===== src/rtl/iob_diff_n_pkg.sv =====
// Shared constants and width helpers for the N-th order streaming differentiator.
package iob_diff_n_pkg;

  localparam int MAX_ORDER = 4;
  localparam int PCNT_W    = 3;

  function automatic int ch_w(input int channels);
    return (channels > 1) ? $clog2(channels) : 1;
  endfunction

  // Width of the k-th difference of a data_w-bit stream
  function automatic int stage_w(input int data_w, input int k);
    return data_w + k;
  endfunction

  function automatic int out_w(input int data_w, input int order);
    return stage_w(data_w, order);
  endfunction

endpackage


===== src/rtl/iob_diff_n_stage.sv =====
// One backward-difference stage: diff = cur - prev, one bit wider so it never overflows.
module iob_diff_n_stage #(
  parameter int IN_W      = 8,
  parameter bit SIGNED_IN = 1'b1
) (
  input  logic [IN_W-1:0] cur,
  input  logic [IN_W-1:0] prev,
  output logic [IN_W:0]   diff
);

  logic ext_cur;
  logic ext_prev;

  // Only the first stage can see unsigned raw samples; later stages are always signed
  assign ext_cur  = SIGNED_IN & cur[IN_W-1];
  assign ext_prev = SIGNED_IN & prev[IN_W-1];
  assign diff     = {ext_cur, cur} - {ext_prev, prev};

endmodule


===== src/rtl/iob_diff_n.sv =====
// Streaming ORDER-th backward differentiator with per-channel history and valid/ready handshake.
module iob_diff_n
  import iob_diff_n_pkg::*;
#(
  parameter int DATA_W   = 32,
  parameter int ORDER    = 1,
  parameter int CHANNELS = 1,
  parameter bit SIGNED   = 1'b1,
  parameter int RST_VAL  = 0
) (
  input  logic                            clk_i,
  input  logic                            cke_i,
  input  logic                            arst_n_i,
  input  logic                            rst_i,
  input  logic                            in_valid_i,
  output logic                            in_ready_o,
  input  logic [ch_w(CHANNELS)-1:0]       in_ch_i,
  input  logic [DATA_W-1:0]               data_i,
  output logic                            out_valid_o,
  input  logic                            out_ready_i,
  output logic [ch_w(CHANNELS)-1:0]       out_ch_o,
  output logic [out_w(DATA_W, ORDER)-1:0] data_o,
  output logic                            primed_o,
  output logic                            err_o
);

  localparam int CH_W  = ch_w(CHANNELS);
  localparam int HW    = out_w(DATA_W, ORDER);
  // Slots past CHANNELS are never written, so they stay at their reset constants
  localparam int NSLOT = 2 ** CH_W;
  localparam logic [DATA_W-1:0] RST_RAW   = DATA_W'(RST_VAL);
  localparam logic [HW-1:0]     HIST0_RST = HW'(RST_RAW);

  if (ORDER < 1 || ORDER > MAX_ORDER) begin : g_bad_order
    $error("iob_diff_n: ORDER must be within 1..%0d", MAX_ORDER);
  end

  logic [HW-1:0]     hist [NSLOT][ORDER];
  logic [PCNT_W-1:0] pcnt [NSLOT];
  logic [HW-1:0]     d    [ORDER+1];
  logic              ch_ok;
  logic              accept;

  assign ch_ok      = (int'(in_ch_i) < CHANNELS);
  assign in_ready_o = cke_i & ~rst_i & (~out_valid_o | out_ready_i);
  assign accept     = in_valid_i & in_ready_o;
  assign d[0]       = SIGNED ? HW'($signed(data_i)) : HW'(data_i);

  for (genvar k = 1; k <= ORDER; k++) begin : g_stage
    logic [DATA_W+k-1:0] diff;

    iob_diff_n_stage #(
      .IN_W      (DATA_W + k - 1),
      .SIGNED_IN ((k == 1) ? SIGNED : 1'b1)
    ) u_stage (
      .cur  (d[k-1][DATA_W+k-2:0]),
      .prev (hist[in_ch_i][k-1][DATA_W+k-2:0]),
      .diff (diff)
    );

    assign d[k] = HW'($signed(diff));
  end

  // Output register, channel histories and prime counters
  always_ff @(posedge clk_i or negedge arst_n_i) begin
    if (!arst_n_i) begin
      out_valid_o <= 1'b0;
      out_ch_o    <= {CH_W{1'b0}};
      data_o      <= {HW{1'b0}};
      primed_o    <= 1'b0;
      err_o       <= 1'b0;
      for (int c = 0; c < NSLOT; c++) begin
        pcnt[c] <= {PCNT_W{1'b0}};
        for (int k = 0; k < ORDER; k++) hist[c][k] <= (k == 0) ? HIST0_RST : {HW{1'b0}};
      end
    end else if (cke_i) begin
      if (rst_i) begin
        out_valid_o <= 1'b0;
        out_ch_o    <= {CH_W{1'b0}};
        data_o      <= {HW{1'b0}};
        primed_o    <= 1'b0;
        err_o       <= 1'b0;
        for (int c = 0; c < NSLOT; c++) begin
          pcnt[c] <= {PCNT_W{1'b0}};
          for (int k = 0; k < ORDER; k++) hist[c][k] <= (k == 0) ? HIST0_RST : {HW{1'b0}};
        end
      end else begin
        err_o <= accept & ~ch_ok;
        if (accept && ch_ok) begin
          for (int k = 0; k < ORDER; k++) hist[in_ch_i][k] <= d[k];
          if (pcnt[in_ch_i] != PCNT_W'(ORDER)) pcnt[in_ch_i] <= pcnt[in_ch_i] + 3'd1;
          primed_o    <= (pcnt[in_ch_i] == PCNT_W'(ORDER));
          data_o      <= d[ORDER];
          out_ch_o    <= in_ch_i;
          out_valid_o <= 1'b1;
        end else if (out_ready_i) begin
          out_valid_o <= 1'b0;
        end
      end
    end
  end

endmodule


===== config.mk =====
export PLATFORM = sky130hd
export DESIGN_NAME = iob_diff_n
export DESIGN_NICKNAME = d
export VERILOG_FILES = /design/src/rtl/iob_diff_n_pkg.sv /design/src/rtl/iob_diff_n_stage.sv /design/src/rtl/iob_diff_n.sv
export SDC_FILE = /design/constraint.sdc
export NUM_CORES = 1
export LEC_CHECK = 0
export CORE_MARGIN = 2
export CORE_UTILIZATION = 30
export CTS_CLUSTER_DIAMETER = 30
export DETAILED_ROUTE_END_ITERATION = 16
export GPL_TIMING_DRIVEN = 0
export HOLD_SLACK_MARGIN = 0.15
export SYNTH_ARGS = -nofsm -noshare
export SYNTH_HDL_FRONTEND = slang
export SYNTH_SLANG_ARGS = --single-unit

===== constraint.sdc =====
create_clock -name clk_i -period 6.9 [get_ports clk_i]
set_input_delay 0.69 -clock clk_i [delete_from_list [all_inputs] [get_ports clk_i]]
set_output_delay 0.69 -clock clk_i [all_outputs]
set_load 0.1 [all_outputs]

==> results by group <==
Logic synthesis
  – Syn avg cell area: between 9 and 10 um^2
  – Sequential share of the synthesized area: 43.9%
  – Number of synthesized flops with an enable pin: 0
  – Post-synth top area cell: dfrtp_1
  – Ys flop type: dfrtp_1
  – Post-synth top area share: between 40% and 50%
  – Mapped cell area: 6100 um^2
  – Async SR Flop Fraction: 100%
  – Top cells by area, synth: dfrtp_1, nand2_1, ha_1
  – Netlist cell types: 61
  – Syn Nets: 730
  – Seq cells post-synth: 107
  – Synth top cells by count: nand2_1, dfrtp_1, o21ai_0
  – Most numerous cell in the Yosys netlist: nand2_1
  – Synth warn: 0
  – Cells after Synth: 655

Clocking
  – PostCTS Resize Cnt: 0
  – CTS root buf: clkbuf_16
  – Clock tree sinks: 107
  – CTS clk-pin slew, worst paths: 0.07 ns
  – CTS H-tree depth: 3
  – Inserted Clock Buffers: 9
  – Clock tree from TritonCTS: built
  – Worst skew pair latency: between 0.3 and 0.4 ns
  – Setup bufs post-CTS: 0
  – Max Buffers Root-to-Sink: 2
  – Hold-fix buffers at CTS: 0

STA
  – Minimum clock period: 4.41 ns
  – Hold slack: 0.326 ns
  – Slew margin rel.: about a third
  – Endpoints failing hold: 0
  – RSZ-0062 raised after global routing: no
  – Fmax: 0.227 GHz
  – Slew Viols, Final: 0
  – Fin crit share: a little under two thirds
  – Setup ws final: around 2.5 ns
  – Setup violators final: 0
  – Worst-margin pin slew: just under 1 ns
  – Fin Clk Skew: between 0.007 and 0.008 ns
  – Sum of negative setup slack: 0 ns

Job
  – Max-capacitance violation count: 0

Die
  – Core area: around 20000 um^2
  – Initial Utilization: 30.4%
  – Boundary pin count: a little under 80
  – DIE WIDTH: about 150 um
  – Die H: 147 um
  – Die Area: around 21000 um^2
  – Site row count: 52

Layout
  – Final Cell Area: 7530 um^2
  – Area grow syn2layout: 23.3%
  – Layout cells sized above 1: 4.95%
  – # nets final: roughly 800
  – Diodes inserted: 0
  – Fin cells: 1017

Hold path
  – Tightest Hold Check Type: in -> async

Pwr
  – Peak supply drop: 0.0799 mV
  – Leak pwr: 3.34 nW
  – Pwr dens: between 200 and 250 nW/um^2

Place
  – Final Wtd Congestion: 0.864
  – Placed Instance Area: 7220 um^2
  – DP Worst Slack: 2.21 ns
  – Placed cell count: around 1000
  – Port Buf Inserts: 75
  – DP HPWL: 12600 um

Drt
  – Drt drc: 0
  – Post-route ant nets: 0
  – DRT Wirelength: 16600 um
  – Initial DRC Count: between 200 and 300
  – DRT Pass-1 Iters: 5
  – Average wire per standard cell: 16.3 um
  – Vias: 5002
  – Avg Vias per Cell: 4.92

Worst setup path
  – Crit-path max FO: 10
  – WP data required: 7.19 ns
  – R2r startpoint: hist[0]
  – Critical path origin: in_ch_i
  – Reg2reg path depth: 10
  – Kind of critical path: in -> reg
  – Worst R2R Setup Slack: 3.46 ns
  – Crit. End Element: flop
  – CP arrival: around 4.7 ns
  – R2R Path End: data_o[28]
  – CP Launch Type: primary input

GRT
  – Largest net degree at the start of global routing: 66
  – Vias in the first global route: 5041
  – GRT Overall Usage: between 10% and 20%
  – Total grt overflow: 0
  – Initial antenna violation count: 0
  – First-pass GRT wire length: 27100 um

Status
  – Status: completed
[critical path: stages]
cell and delay (ns):
clkbuf_1 0.20, clkbuf_1 0.45, buf_1 0.72, mux2i_1 0.24
ha_1 0.36, nand3b_1 0.11, a21oi_1 0.43, o21ai_0 0.28
a41oi_1 0.45, a21oi_1 0.23, or4_1 0.44, nand3_1 0.10
[state kept, by name, summed over array words and instances (netlist names)]
signal,count
out_valid_o,1
primed_o,1
data_o,33
pcnt,6
err_o,1
hist,64
out_ch_o,1
[how the worst max path moves through the flow]
stage                      end  cells after the start
floorplan           data_o[25]                     12
global placement      hist[52]                      1
detailed placement  data_o[28]                     12
CTS                 data_o[28]                     12
global route        data_o[25]                     12
finish              data_o[28]                     12
[metrics by stage]
| step | util, % | total power, mW |
|---|---|---|
| global route | 37.4 | 1.82 |
| finish | 37.4 | 1.75 |
| CTS | 37.4 | 1.76 |
| detailed placement | 35.9 | 1.20 |
| global placement | 35.8 | 1.20 |
| floorplan | - | 1.05 |
[cell type report]
cell class	count	area, um^2
repair buffers	76	776
well taps	270	338
inverters	16	60.1
fillers	2068	12600
clock buffers	11	233
flip-flops and latches	107	2680
multi-input cells	503	3230
plain buffers	29	133
clock inverters	5	77.6
[per-layer routing]
layer | routed length, um | track usage [%] | vias up
met5 | 0 | 0 | -
met4 | 256 | 4.81 | 0
met3 | 646 | 2.44 | 17
met2 | 7510 | 25.5 | 101
met1 | 8130 | 22.3 | 2414
li1 | - | - | 2470
[cell usage in the layout, fill, tap and decap left out, types with 3 or more instances in the layout]
cell type	n
xnor2_1	14
a21o_1	14
dfrtp_1	107
and3_1	3
o21ai_0	73
mux2i_1	35
nand3_1	8
nand2b_1	6
nand2_1	123
ha_1	35
a31oi_1	3
o21bai_1	10
inv_1	16
nor3_1	11
a32o_1	3
mux2_2	3
clkbuf_1	27
a21oi_1	35
a21o_2	3
clkbuf_16	9
and2_1	36
nand4_1	9
nor2b_1	3
o31ai_1	4
xor2_1	9
clkdlybuf4s50_1	74
nor2_1	19
[cells by family (layout without fill, tap and decap cells)]
group,after synthesis,in the layout,share of synthesized area [%]
AOI/OAI and AO/OA,175,175,18.2
xor gates and xnor gates,23,23,3.30
adders and majority gates,36,36,7.50
buffers and inverters,45,137,3.16
DFF,107,107,43.9
muxes,38,38,6.29
and+or+nand+nor,231,231,17.7
[power by group]
group	internal [mW]	total (mW)	switching, mW
combinational	0.155	0.505	0.350
sequential	0.663	0.687	0.0238
clock	0.317	0.554	0.236
Note: power is estimated with default switching activity, not from simulation.
